<file path="src/rtl/rv32im_bus_arbiter_if.sv">
// Bus bundle between the three RV32IM bus masters, the arbiter and the shared
// slave. The slave modport is the arbiter's view. The master modport is the
// view of the surrounding system: the masters plus the slave device.
interface rv32im_bus_arbiter_if #(
  parameter int XLEN = 32
);
  logic            m0_cyc_i, m0_stb_i, m0_we_i;
  logic            m1_cyc_i, m1_stb_i, m1_we_i;
  logic            m2_cyc_i, m2_stb_i, m2_we_i;
  logic [3:0]      m0_sel_i, m1_sel_i, m2_sel_i;
  logic [XLEN-3:0] m0_adr_i, m1_adr_i, m2_adr_i;
  logic [XLEN-1:0] m0_dat_i, m1_dat_i, m2_dat_i;
  logic            m0_ack_o, m1_ack_o, m2_ack_o;
  logic            m0_err_o, m1_err_o, m2_err_o;
  logic [XLEN-1:0] m_dat_o;
  logic            cyc_o, stb_o, we_o;
  logic [3:0]      sel_o;
  logic [XLEN-3:0] adr_o;
  logic [XLEN-1:0] dat_o;
  logic            ack_i, err_i;
  logic [XLEN-1:0] dat_i;
  logic [2:0]      gnt_o;
  logic            timeout_o;

  modport slave (
    input  m0_cyc_i, m0_stb_i, m0_we_i, m0_sel_i, m0_adr_i, m0_dat_i,
    input  m1_cyc_i, m1_stb_i, m1_we_i, m1_sel_i, m1_adr_i, m1_dat_i,
    input  m2_cyc_i, m2_stb_i, m2_we_i, m2_sel_i, m2_adr_i, m2_dat_i,
    output m0_ack_o, m1_ack_o, m2_ack_o, m0_err_o, m1_err_o, m2_err_o,
    output m_dat_o, cyc_o, stb_o, we_o, sel_o, adr_o, dat_o, gnt_o, timeout_o,
    input  ack_i, err_i, dat_i
  );

  modport master (
    output m0_cyc_i, m0_stb_i, m0_we_i, m0_sel_i, m0_adr_i, m0_dat_i,
    output m1_cyc_i, m1_stb_i, m1_we_i, m1_sel_i, m1_adr_i, m1_dat_i,
    output m2_cyc_i, m2_stb_i, m2_we_i, m2_sel_i, m2_adr_i, m2_dat_i,
    input  m0_ack_o, m1_ack_o, m2_ack_o, m0_err_o, m1_err_o, m2_err_o,
    input  m_dat_o, cyc_o, stb_o, we_o, sel_o, adr_o, dat_o, gnt_o, timeout_o,
    output ack_i, err_i, dat_i
  );
endinterface

</file>
<file path="src/rtl/rv32im_bus_arbiter.sv">
// Three-master Wishbone-style arbiter: m0 memory unit, m1 prefetch, m2 external.
// Fixed priority m0 > m1 > m2, no preemption, parks on m1 when idle.
// Optional watchdog: define RV32IM_ARB_TIMEOUT_EN to abort stalled strobes
// after TIMEOUT_CYCLES cycles with an err to the owner and a timeout_o pulse.
module rv32im_bus_arbiter #(
  parameter int XLEN           = 32,
  parameter int TIMEOUT_CYCLES = 255
) (
  input logic               clk_i,
  input logic               reset_ni,
  rv32im_bus_arbiter_if.slave bus
);
  localparam logic [0:0] PARKED = 1'b0;
  localparam logic [0:0] OWNED  = 1'b1;
  localparam logic [2:0] PARK_GNT = 3'b010;

  if (TIMEOUT_CYCLES < 1 || TIMEOUT_CYCLES > 65535) begin : g_bad_timeout
    $error("rv32im_bus_arbiter: TIMEOUT_CYCLES out of range 1..65535");
  end

  logic [2:0]                 cyc_v, stb_v, we_v;
  logic [2:0][3:0]            sel_v;
  logic [2:0][XLEN-3:0]       adr_v;
  logic [2:0][XLEN-1:0]       dat_v;
  logic [2:0]                 gnt_q, gnt_d, winner;
  logic [0:0]                 state_q, state_d;
  logic                       own_cyc, own_stb, own_we, stb_live, to_pulse;
  logic [3:0]                 own_sel;
  logic [XLEN-3:0]            own_adr;
  logic [XLEN-1:0]            own_dat;
  logic [2:0]                 ack_v, err_v;

  assign cyc_v = {bus.m2_cyc_i, bus.m1_cyc_i, bus.m0_cyc_i};
  assign stb_v = {bus.m2_stb_i, bus.m1_stb_i, bus.m0_stb_i};
  assign we_v  = {bus.m2_we_i,  bus.m1_we_i,  bus.m0_we_i};
  assign sel_v = {bus.m2_sel_i, bus.m1_sel_i, bus.m0_sel_i};
  assign adr_v = {bus.m2_adr_i, bus.m1_adr_i, bus.m0_adr_i};
  assign dat_v = {bus.m2_dat_i, bus.m1_dat_i, bus.m0_dat_i};

  // Select the granted master's request; nothing from other masters leaks through.
  always_comb begin
    own_cyc = 1'b0;
    own_stb = 1'b0;
    own_we  = 1'b0;
    own_sel = '0;
    own_adr = '0;
    own_dat = '0;
    for (int i = 0; i < 3; i++) begin
      if (gnt_q[i]) begin
        own_cyc = cyc_v[i];
        own_stb = stb_v[i];
        own_we  = we_v[i];
        own_sel = sel_v[i];
        own_adr = adr_v[i];
        own_dat = dat_v[i];
      end
    end
  end

  // Fixed-priority pick among requesters; park on m1 when nobody asks.
  always_comb begin
    if (cyc_v[0])      winner = 3'b001;
    else if (cyc_v[1]) winner = 3'b010;
    else if (cyc_v[2]) winner = 3'b100;
    else               winner = PARK_GNT;
  end

  // Next grant: only re-arbitrate once the owner has released cyc.
  always_comb begin
    gnt_d   = gnt_q;
    state_d = state_q;
    case (state_q)
      PARKED: begin
        // Grant is m1 here, so m1 asking means it already owns the bus.
        if (cyc_v[1]) begin
          state_d = OWNED;
        end else if (|cyc_v) begin
          gnt_d   = winner;
          state_d = OWNED;
        end
      end
      default: begin
        if (!own_cyc) begin
          gnt_d   = winner;
          state_d = (|cyc_v) ? OWNED : PARKED;
        end
      end
    endcase
  end

  // Grant register and FSM state; reset parks on the prefetch unit.
  always_ff @(posedge clk_i or negedge reset_ni) begin
    if (!reset_ni) begin
      gnt_q   <= PARK_GNT;
      state_q <= PARKED;
    end else begin
      gnt_q   <= gnt_d;
      state_q <= state_d;
    end
  end

  // Reset kills the bus immediately, even mid-transaction.
  assign stb_live = reset_ni & own_stb;

`ifdef RV32IM_ARB_TIMEOUT_EN
  logic [15:0] to_cnt_q;
  logic        stalled;

  assign stalled  = stb_live & ~bus.ack_i & ~bus.err_i;
  assign to_pulse = stalled && (to_cnt_q == 16'(TIMEOUT_CYCLES - 1));

  // Count consecutive stalled strobe cycles of the same owner.
  always_ff @(posedge clk_i or negedge reset_ni) begin
    if (!reset_ni)
      to_cnt_q <= '0;
    else if (!stalled || to_pulse || (gnt_d != gnt_q))
      to_cnt_q <= '0;
    else
      to_cnt_q <= to_cnt_q + 16'd1;
  end
`else
  assign to_pulse = 1'b0;
`endif

  assign ack_v = {3{reset_ni & bus.ack_i}} & gnt_q & stb_v;
  assign err_v = {3{reset_ni & (bus.err_i | to_pulse)}} & gnt_q & stb_v;

  assign bus.cyc_o     = reset_ni & own_cyc;
  assign bus.stb_o     = stb_live;
  assign bus.we_o      = stb_live & own_we;
  assign bus.sel_o     = own_sel;
  assign bus.adr_o     = own_adr;
  assign bus.dat_o     = own_dat;
  assign bus.m_dat_o   = bus.dat_i;
  assign bus.gnt_o     = gnt_q;
  assign bus.timeout_o = to_pulse;
  assign bus.m0_ack_o  = ack_v[0];
  assign bus.m1_ack_o  = ack_v[1];
  assign bus.m2_ack_o  = ack_v[2];
  assign bus.m0_err_o  = err_v[0];
  assign bus.m1_err_o  = err_v[1];
  assign bus.m2_err_o  = err_v[2];
endmodule

</file>
<file path="src/flat_wrapper.sv">
// flat-port wrapper written by rule: the top's interface ports become plain ports
module rv32im_bus_arbiter_flat 
#(
  parameter int XLEN           = 32,
  parameter int TIMEOUT_CYCLES = 255
)
  (clk_i, reset_ni, bus_m0_cyc_i, bus_m0_stb_i, bus_m0_we_i, bus_m0_sel_i, bus_m0_adr_i, bus_m0_dat_i, bus_m1_cyc_i, bus_m1_stb_i, bus_m1_we_i, bus_m1_sel_i, bus_m1_adr_i, bus_m1_dat_i, bus_m2_cyc_i, bus_m2_stb_i, bus_m2_we_i, bus_m2_sel_i, bus_m2_adr_i, bus_m2_dat_i, bus_m0_ack_o, bus_m1_ack_o, bus_m2_ack_o, bus_m0_err_o, bus_m1_err_o, bus_m2_err_o, bus_m_dat_o, bus_cyc_o, bus_stb_o, bus_we_o, bus_sel_o, bus_adr_o, bus_dat_o, bus_gnt_o, bus_timeout_o, bus_ack_i, bus_err_i, bus_dat_i);
  rv32im_bus_arbiter_if #(.XLEN(XLEN)) bus_i ();
  input logic clk_i;
  input logic reset_ni;
  input wire logic [$bits(bus_i.m0_cyc_i)-1:0] bus_m0_cyc_i;
  input wire logic [$bits(bus_i.m0_stb_i)-1:0] bus_m0_stb_i;
  input wire logic [$bits(bus_i.m0_we_i)-1:0] bus_m0_we_i;
  input wire logic [$bits(bus_i.m0_sel_i)-1:0] bus_m0_sel_i;
  input wire logic [$bits(bus_i.m0_adr_i)-1:0] bus_m0_adr_i;
  input wire logic [$bits(bus_i.m0_dat_i)-1:0] bus_m0_dat_i;
  input wire logic [$bits(bus_i.m1_cyc_i)-1:0] bus_m1_cyc_i;
  input wire logic [$bits(bus_i.m1_stb_i)-1:0] bus_m1_stb_i;
  input wire logic [$bits(bus_i.m1_we_i)-1:0] bus_m1_we_i;
  input wire logic [$bits(bus_i.m1_sel_i)-1:0] bus_m1_sel_i;
  input wire logic [$bits(bus_i.m1_adr_i)-1:0] bus_m1_adr_i;
  input wire logic [$bits(bus_i.m1_dat_i)-1:0] bus_m1_dat_i;
  input wire logic [$bits(bus_i.m2_cyc_i)-1:0] bus_m2_cyc_i;
  input wire logic [$bits(bus_i.m2_stb_i)-1:0] bus_m2_stb_i;
  input wire logic [$bits(bus_i.m2_we_i)-1:0] bus_m2_we_i;
  input wire logic [$bits(bus_i.m2_sel_i)-1:0] bus_m2_sel_i;
  input wire logic [$bits(bus_i.m2_adr_i)-1:0] bus_m2_adr_i;
  input wire logic [$bits(bus_i.m2_dat_i)-1:0] bus_m2_dat_i;
  output wire logic [$bits(bus_i.m0_ack_o)-1:0] bus_m0_ack_o;
  output wire logic [$bits(bus_i.m1_ack_o)-1:0] bus_m1_ack_o;
  output wire logic [$bits(bus_i.m2_ack_o)-1:0] bus_m2_ack_o;
  output wire logic [$bits(bus_i.m0_err_o)-1:0] bus_m0_err_o;
  output wire logic [$bits(bus_i.m1_err_o)-1:0] bus_m1_err_o;
  output wire logic [$bits(bus_i.m2_err_o)-1:0] bus_m2_err_o;
  output wire logic [$bits(bus_i.m_dat_o)-1:0] bus_m_dat_o;
  output wire logic [$bits(bus_i.cyc_o)-1:0] bus_cyc_o;
  output wire logic [$bits(bus_i.stb_o)-1:0] bus_stb_o;
  output wire logic [$bits(bus_i.we_o)-1:0] bus_we_o;
  output wire logic [$bits(bus_i.sel_o)-1:0] bus_sel_o;
  output wire logic [$bits(bus_i.adr_o)-1:0] bus_adr_o;
  output wire logic [$bits(bus_i.dat_o)-1:0] bus_dat_o;
  output wire logic [$bits(bus_i.gnt_o)-1:0] bus_gnt_o;
  output wire logic [$bits(bus_i.timeout_o)-1:0] bus_timeout_o;
  input wire logic [$bits(bus_i.ack_i)-1:0] bus_ack_i;
  input wire logic [$bits(bus_i.err_i)-1:0] bus_err_i;
  input wire logic [$bits(bus_i.dat_i)-1:0] bus_dat_i;
  assign bus_i.m0_cyc_i = bus_m0_cyc_i;
  assign bus_i.m0_stb_i = bus_m0_stb_i;
  assign bus_i.m0_we_i = bus_m0_we_i;
  assign bus_i.m0_sel_i = bus_m0_sel_i;
  assign bus_i.m0_adr_i = bus_m0_adr_i;
  assign bus_i.m0_dat_i = bus_m0_dat_i;
  assign bus_i.m1_cyc_i = bus_m1_cyc_i;
  assign bus_i.m1_stb_i = bus_m1_stb_i;
  assign bus_i.m1_we_i = bus_m1_we_i;
  assign bus_i.m1_sel_i = bus_m1_sel_i;
  assign bus_i.m1_adr_i = bus_m1_adr_i;
  assign bus_i.m1_dat_i = bus_m1_dat_i;
  assign bus_i.m2_cyc_i = bus_m2_cyc_i;
  assign bus_i.m2_stb_i = bus_m2_stb_i;
  assign bus_i.m2_we_i = bus_m2_we_i;
  assign bus_i.m2_sel_i = bus_m2_sel_i;
  assign bus_i.m2_adr_i = bus_m2_adr_i;
  assign bus_i.m2_dat_i = bus_m2_dat_i;
  assign bus_m0_ack_o = bus_i.m0_ack_o;
  assign bus_m1_ack_o = bus_i.m1_ack_o;
  assign bus_m2_ack_o = bus_i.m2_ack_o;
  assign bus_m0_err_o = bus_i.m0_err_o;
  assign bus_m1_err_o = bus_i.m1_err_o;
  assign bus_m2_err_o = bus_i.m2_err_o;
  assign bus_m_dat_o = bus_i.m_dat_o;
  assign bus_cyc_o = bus_i.cyc_o;
  assign bus_stb_o = bus_i.stb_o;
  assign bus_we_o = bus_i.we_o;
  assign bus_sel_o = bus_i.sel_o;
  assign bus_adr_o = bus_i.adr_o;
  assign bus_dat_o = bus_i.dat_o;
  assign bus_gnt_o = bus_i.gnt_o;
  assign bus_timeout_o = bus_i.timeout_o;
  assign bus_i.ack_i = bus_ack_i;
  assign bus_i.err_i = bus_err_i;
  assign bus_i.dat_i = bus_dat_i;
  rv32im_bus_arbiter #(.XLEN(XLEN), .TIMEOUT_CYCLES(TIMEOUT_CYCLES)) u_core (.clk_i(clk_i), .reset_ni(reset_ni), .bus(bus_i));
endmodule
</file>
<file path="config.mk">
export PLATFORM = sky130hd
export DESIGN_NAME = rv32im_bus_arbiter_flat
export DESIGN_NICKNAME = d
export VERILOG_FILES = /design/src/rtl/rv32im_bus_arbiter_if.sv /design/src/rtl/rv32im_bus_arbiter.sv /design/src/flat_wrapper.sv
export SDC_FILE = /design/constraint.sdc
export NUM_CORES = 1
export LEC_CHECK = 0
export ABC_AREA = 1
export CAP_MARGIN = 20
export CORE_AREA = 4 4 135 137
export CTS_CLUSTER_DIAMETER = 150
export DETAILED_ROUTE_END_ITERATION = 8
export DIE_AREA = 0 0 139 141
export GPL_TIMING_DRIVEN = 0
export PLACE_DENSITY = 0.53
export RECOVER_POWER = 25
export SYNTH_ARGS = -nofsm -noshare
export SYNTH_HDL_FRONTEND = slang
export SYNTH_SLANG_ARGS = --single-unit
</file>
<file path="constraint.sdc">
create_clock -name clk_i -period 1.2 [get_ports clk_i]
set_input_delay 0.12 -clock clk_i [delete_from_list [all_inputs] [get_ports clk_i]]
set_output_delay 0.12 -clock clk_i [all_outputs]
set_load 0.02 [all_outputs]
</file>
Yosys cells after proc, flatten, opt, wreduce, memory -nomap -nowiden. Cells that the tools add are included.

Equality and inequality tests: 2. Muxes and demuxes: 29. Bitwise logic cells: 9. Reductions and logical operators: 3.

Operators by type and width (count): 2-to-1 mux 32 bit (3); 2-to-1 mux 30 bit (3); 2-to-1 mux 3 bit (7); 2-to-1 mux 1 bit (13); bitwise AND 3 bit (4); 2-to-1 mux 4 bit (3); bitwise AND 1 bit (5); AND reduction 3 bit (1); OR reduction 3 bit (1); != test 2 x 1 -> 1 bit (second input constant) (1); != test 2 bit (second input constant) (1); nonzero test 2 bit (1).

Register bits after elaboration: 4. Output and inout port bits: 111. Word-level logic and storage cells: 45.

Depth between registers and ports, before layout. Gate-level depths: netlist of run 1.

Depth after elaboration: 6. Mapped depth: 9. Mapped depth without buffers: 8.

Worst setup path after synthesis of run 1. No wires, ideal clock.

Path kind: register -> output. Start: register u_core.gnt_q[1], in the netlist u_core.bus.gnt_o[1]. End: output port bus_adr_o[29]. Arrival: 1477 ps. Data required time: 1080 ps. Path slack: -397 ps. Cell stages (with the launch flop): 5. Cell sequence: dfstp_2 -> buf_6 -> buf_2 -> a22oi_1 -> o21ai_0.

Cells in the longest elaborated chain, start to end: 2.

Ends and longest elaborated chain: start, declared (RTL line rv32im_bus_arbiter.sv:25) `logic [2:0] gnt_q, gnt_d, winner;`; start signal, assigned (RTL line rv32im_bus_arbiter.sv:97) `gnt_q <= gnt_d;`; 2-to-1 mux 30 bit (2 in a row) (RTL line rv32im_bus_arbiter.sv:49) `if (gnt_q[i]) begin`; end, declared (RTL line flat_wrapper.sv:40) `output wire logic [$bits(bus_i.adr_o)-1:0] bus_adr_o;`.

Every way passes these cells.

Final worst setup path of run 1.
Start: register u_core.gnt_q[1], in the netlist u_core.bus.gnt_o[1]. End: output port bus_adr_o[20].

The elaborated chain is that of the path after synthesis.

==> out/results.tsv, run 1 <==
stage	metric	value	unit
synth	netlist_instances	319	
final_layout	final_common_cell	clkdlybuf4s50_1	
job	drv_cap	0	
worst_setup_path	timing.rr.start	u_core.bus.gnt_o[1]	
outcome	failed_checks	setup timing	
global_route	globalRouteOverflowTotal	0	
worst_setup_path	worst_r2r_endpoint	u_core.bus.gnt_o[0]	
synth	ys_warn_count	0	
final_layout	drive_gt1_frac	0.478	
hold_path	holdCritPathClass	in2async	
synth	ys_ff_latch	4	
synth	synth_area	1880	um^2
floorplanning	ioPinCount	354	
clock_network	cts_sinks	4	
worst_setup_path	start_kind	flip-flop	
timing	slew_viol_final	0	
worst_setup_path	critPathBufInv	4	
worst_setup_path	crit_arrival	1660	ps
worst_setup_path	crit_family	flip-flops	
routing	drtAntennaViolNets	0	
worst_setup_path	crit_chain	buf_8 > nor2_4 > buf_6 > buf_8 > a22oi_2 > o21ai_2 > buf_6	
final_layout	antenna_cells	0	
place	hpwl	13.2	mm
pwr	peakVddDrop	0.740	mV
final_layout	multi_input_area	1950	um^2
worst_setup_path	required	1080	ps
final_layout	fillers	1722	
clock_network	clkTransAtPathRegs	30	ps
final_layout	final_cell_area	6650	um^2
worst_setup_path	r2r_setup_slack	-380	ps
floorplanning	start_util	0.110	
timing	skew	3.16	ps
timing	fmax	563	MHz
worst_setup_path	max_stage_delay	550	ps
routing	routed_wl	16.4	mm
final_layout	finalNetCount	913	
timing	setup_viol	77	
place	place_congestion	0.919	
global_route	grt_pass1_wl	23.9	mm
synth	ys_seq_area_frac	0.0539	
floorplanning	fp.coreArea	17100	um^2
clock_network	cts-htree-levels	1	
clock_network	clk_path_buf_depth	2	
global_route	grt_usage	0.153	
worst_setup_path	path_class	reg2out	
worst_setup_path	r2r_cells	11	
worst_setup_path	path_max_fanout	7	
final_layout	seq_area	104	um^2
timing	min_period	1780	ps
place	placed_area	5680	um^2
timing	rsz0062_at_grt	yes	
worst_setup_path	worstSetupEndpointType	output port	
pwr	power_density	1920	nW/um^2
pwr	leakagePower	2.60	nW
synth	synthDistinctLibCells	20	
synth	syn-num-nets	562	
floorplanning	dieWidth	139	um
clock_network	clkLatencyLatePin	230	ps
global_route	grt_use_met2	0.300	
clock_network	numCtsBuffers	3	
routing	wl_per_cell	18.4	um
routing	first_pass_iters	4	
final_layout	final_util	0.390	
global_route	grt_start_max_net_pins	11	
floorplanning	std_cell_rows	48	
floorplanning	die_area	19600	um^2
global_route	top_usage_layer	met2	
outcome	status	finished, violations left	
clock_network	cts_root_buf	clkbuf_16	
final_layout	mostFrequentLayoutCells	clkdlybuf4s50_1, nand2_1, buf_6, o21ai_2, a22oi_2	
floorplanning	die_h	141	um
routing	num_vias	3738	
place	numPortBuffers	320	
routing	drcViolationCount	0	
routing	via_per_inst	4.18	
worst_setup_path	cp_slowest_cell	dfstp_2	
final_layout	areaGrowthSynthToFinish	254	%
clock_network	cts_tree	done	
timing	hold_viol_final	0	
global_route	grtUsageMet3	0.0366	
global_route	antenna_found_initial	0	
routing	drt_iter0_drc	108	
global_route	grt_pass1_vias	4116	
synth	avgSynthCellArea	5.89	um^2
timing	final.setup.worst_slack	-577	ps
timing	fin_crit_sh	1.48	
global_route	gr-usage-met1	0.169	
==> final cells by class <==
cell class / instances / share of cell area
flip-flops and latches: 4 / 0.0156
clock buffers: 4 / 0.0119
multi-input cells: 244 / 0.294
well taps: 225 / 0.0424
inverters: 8 / 0.00489
plain buffers: 62 / 0.0866
repair buffers: 347 / 0.545
==> flip-flops by register name (all words and copies together) (netlist names) <==
name and flops:
u_core.bus.gnt_o 3, u_core.state_q 1
==> cell families after synthesis <==
logic type      share of synthesized area
flops                              0.0539
buf+inv                             0.244
compound gates                      0.479
other cells                       0.00200
simple gates                        0.221
==> Yosys cell counts (all sizes together) <==
cell type,n,share of area
a22oi,66,0.29
inv,8,0.016
buf,55,0.21
nand2,88,0.18
nor3,1,0.0027
dfrtp,3,0.040
clkbuf,8,0.016
nand3,7,0.019
dfstp,1,0.014
conb,1,0.0020
a21oi,3,0.0080
o21ai,68,0.18
nor2,10,0.024
==> power by group <==
| part | switching, W | total, W | internal (W) |
|---|---|---|---|
| Clock | 0.000101 | 0.000541 | 0.000439 |
| Combinational | 0.00594 | 0.0120 | 0.00607 |
| Sequential | 0.0000447 | 0.000238 | 0.000194 |
| Total | 0.00608 | 0.0128 | 0.00670 |
==> per-stage QoR <==
stage                     worst slack, ps  cells  setup TNS, ps  hold slack [ps]  power (W)
after floorplan                      -227    319         -12540             -176    0.00543
after global placement              -1010    864         -66230              403    0.00961
after detailed placement            -1030    864         -67940              410    0.00971
after CTS                            -623    884         -39090              434     0.0117
after global routing                 -642    894         -42970              599     0.0136
final                                -577    894         -37720              565     0.0128
==> how the worst max path moves through the flow <==
stage | from | endpoint | slack, ps | cells after the start
CTS | u_core.bus.gnt_o[1] | bus_adr_o[29] | -620 | 7
global placement | u_core.bus.gnt_o[2] | bus_we_o | -1010 | 7
finish | u_core.bus.gnt_o[1] | bus_adr_o[20] | -580 | 7
floorplan | u_core.bus.gnt_o[1] | bus_dat_o[12] | -230 | 6
global route | u_core.bus.gnt_o[1] | bus_dat_o[29] | -640 | 7
detailed placement | u_core.bus.gnt_o[2] | bus_we_o | -1030 | 7
==> metal layers <==
layer  vias up  wire length, um  part of all wire
li1       1822                -                 -
met1      1718             6140              0.37
met2       182             9040              0.55
met3        16             1030             0.063
met4         0              203             0.012
met5         -                0                 0
==> what timing repair did <==
action,CTS,global route
setup buffers,9,11
hold endpoints to repair,3,0
endpoints found under the setup margin,81,79
pin swaps,8,20
hold buffers,2,0
resized for setup,476,93
cloned,5,4
Power figures use the tool's default switching activity.
==> run 2, diff against run 1 <==
- CORE_AREA: 4 4 135 137 -> 2 2 137 139
- PLACE_DENSITY: 0.53 -> 0.5
==> out/results.tsv, run 2 (synthesized netlist as in run 1, its figures left out) <==
stage	metric	value	unit	change
pwr	swShare	0.494		was 0.476
pwr	internal-power	0.00597	W	was 0.00670 W
outcome	failed_checks	setup timing		unchanged
worst_setup_path	path_max_fanout	10		was 7
timing	fin_crit_sh	1.51		was 1.48
timing	min_period	1810	ps	was 1780 ps
worst_setup_path	max_stage_delay	550	ps	about the same
final_layout	mostFrequentLayoutCells	clkdlybuf4s50_1, nand2_1, o21ai_2, a22oi_2, buf_6		was clkdlybuf4s50_1, nand2_1, buf_6, o21ai_2, a22oi_2
outcome	status	finished, violations left		unchanged
floorplanning	ioPinCount	354		unchanged
floorplanning	die_h	141	um	unchanged
place	hpwl	12.5	mm	was 13.2 mm
clock_network	cts_tree	done		unchanged
pwr	peakVddDrop	0.757	mV	was 0.740 mV
worst_setup_path	cp_slowest_cell	dfstp_2		unchanged
pwr	power_density	1850	nW/um^2	was 1920 nW/um^2
routing	drcViolationCount	0		unchanged
clock_network	clkTransAtPathRegs	30	ps	about the same
routing	first_pass_iters	4		unchanged
job	drv_cap	0		unchanged
place	numPortBuffers	320		unchanged
worst_setup_path	start_kind	flip-flop		unchanged
pwr	power.net_switching	0.00583	W	was 0.00608 W
worst_setup_path	required	1080	ps	about the same
final_layout	antenna_cells	0		unchanged
clock_network	clk_path_buf_depth	2		unchanged
final_layout	finalNetCount	901		was 913
pwr	clkPwrFrac	0.048		was 0.042
global_route	grt_pass1_wl	22.3	mm	was 23.9 mm
global_route	grt_pass1_vias	3823		was 4116
hold_path	holdCritPathClass	in2async		unchanged
worst_setup_path	worstSetupEndpointType	output port		unchanged
clock_network	cts_root_buf	clkbuf_16		unchanged
timing	slew_viol_final	0		unchanged
final_layout	largest_reg_flops	3		unchanged
routing	via_per_inst	4.16		was 4.18
routing	drt_iter0_drc	110		was 108
floorplanning	std_cell_rows	50		was 48
routing	drtAntennaViolNets	0		unchanged
worst_setup_path	crit_chain	buf_12 > nor2_4 > buf_12 > buf_12 > a22oi_2 > o21ai_2 > buf_6		was buf_8 > nor2_4 > buf_6 > buf_8 > a22oi_2 > o21ai_2 > buf_6
clock_network	cts_sinks	4		unchanged
worst_setup_path	crit_top_cell	buf_12		
routing	routed_wl	15.5	mm	was 16.4 mm
final_layout	areaGrowthSynthToFinish	239	%	was 254%
final_layout	final_common_cell	clkdlybuf4s50_1		unchanged
worst_setup_path	critPathBufInv	4		unchanged
timing	skew	2.03	ps	was 3.16 ps
floorplanning	start_util	0.103		was 0.110
final_layout	drive_gt1_frac	0.464		was 0.478
global_route	grt_start_max_net_pins	11		unchanged
pwr	leakagePower	2.50	nW	was 2.60 nW
pwr	seq_power_share	0.022		was 0.019
pwr	comb_power_share	0.930		was 0.939
worst_setup_path	path_class	reg2out		unchanged
clock_network	cts-htree-levels	1		unchanged
worst_setup_path	crit_arrival	1690	ps	was 1660 ps
clock_network	clkLatencyLatePin	230	ps	about the same
routing	wl_per_cell	17.4	um	was 18.4 um
timing	hold_viol_final	0		unchanged
clock_network	numCtsBuffers	3		unchanged
place	dp_worst_setup_slack	-1080	ps	was -1030 ps
floorplanning	die_area	19600	um^2	unchanged
routing	num_vias	3706		was 3738
timing	final.setup.worst_slack	-611	ps	was -577 ps
final_layout	fillers	1907		was 1722
timing	fmax	552	MHz	was 563 MHz
timing	rsz0062_at_grt	yes		unchanged
place	place_congestion	0.908		was 0.919
timing	setup_viol	77		unchanged
global_route	globalRouteOverflowTotal	0		unchanged
global_route	antenna_found_initial	0		unchanged
worst_setup_path	crit_family	buffers and inverters		was flip-flops
floorplanning	dieWidth	139	um	unchanged
timing	hold_slack	128	ps	was 565 ps
global_route	grt_usage	0.144		was 0.153
floorplanning	fp.coreArea	18300	um^2	was 17100 um^2
==> run 2: cell count changes in the layout (fill, tap and decap cells not counted), sizes merged <==
cell,before,now
dlygate4sd3,7,6
clkdlybuf4s15,3,0
dlymetal6s2s,0,1
clkbuf,16,15
bufbuf,2,0
buf,148,140
dlygate4sd2,0,2
==> run 2: what timing repair did <==
item / CTS / global route
endpoints found under the setup margin: 81 / 79
hold buffers: 1 / 0
resized for setup: 421 / 107
pin swaps: 2 / 3
hold endpoints to repair: 3 / 0
cloned: 0 / 3
buffers inserted: 1 / 9
==> run 2: stage by stage <==
| step | cell area, um^2 | power [W] | util | cells | TNS, ps |
|---|---|---|---|---|---|
| global placement | 5690 | 0.00960 | 0.312 | 873 | -68840 |
| detailed placement | 5690 | 0.00966 | 0.312 | 873 | -69210 |
| CTS | 5890 | 0.0104 | 0.322 | 879 | -39500 |
| floorplan | 2200 | 0.00543 | - | 319 | -12540 |
| finish | 6370 | 0.0118 | 0.349 | 891 | -39100 |
| global route | 6370 | 0.0125 | 0.349 | 891 | -43440 |
==> run 2: final cells by class <==
cell class / instances / area (um^2) / area share
plain buffers: 63 / 596 / 0.0935
clock buffers: 4 / 78.8 / 0.0124
inverters: 8 / 30.0 / 0.00471
multi-input cells: 244 / 1920 / 0.301
flip-flops and latches: 4 / 104 / 0.0163
well taps: 234 / 293 / 0.0460
repair buffers: 334 / 3350 / 0.526
==> run 2: per-layer routing <==
layer | global-route usage | vias to the layer above | share of wire
met5 | 0 | - | 0
met4 | 0.0292 | 0 | 0.016
met3 | 0.0217 | 21 | 0.057
met2 | 0.266 | 181 | 0.54
met1 | 0.177 | 1712 | 0.39
li1 | - | 1792 | -
==> run 2: power by group through the flow <==
stage / Sequential [W] / Combinational, W / Clock [W]
after floorplan: 0.000281 / 0.00515 / 0
after global placement: 0.000246 / 0.00936 / 0
after detailed placement: 0.000245 / 0.00942 / 0
after CTS: 0.000254 / 0.00958 / 0.000573
after global routing: 0.000265 / 0.0116 / 0.000583
final: 0.000260 / 0.0110 / 0.000564
==> run 2: worst paths after layout <==
| check | startpoint | to | slack [ps] | cells past startpoint |
|---|---|---|---|---|
| max | u_core.bus.gnt_o[1] | bus_dat_o[15] | -610 | 7 |
| min | reset_ni | u_core.bus.gnt_o[1] | 130 | 1 |
| min in group clk_i | bus_m2_cyc_i | u_core.state_q | 560 | 3 |
| max reg2reg | u_core.bus.gnt_o[1] | u_core.bus.gnt_o[0] | -230 | 9 |
| max in group asynchronous | reset_ni | u_core.bus.gnt_o[2] | 460 | 2 |
| min reg2reg | u_core.bus.gnt_o[0] | u_core.bus.gnt_o[0] | 610 | 2 |
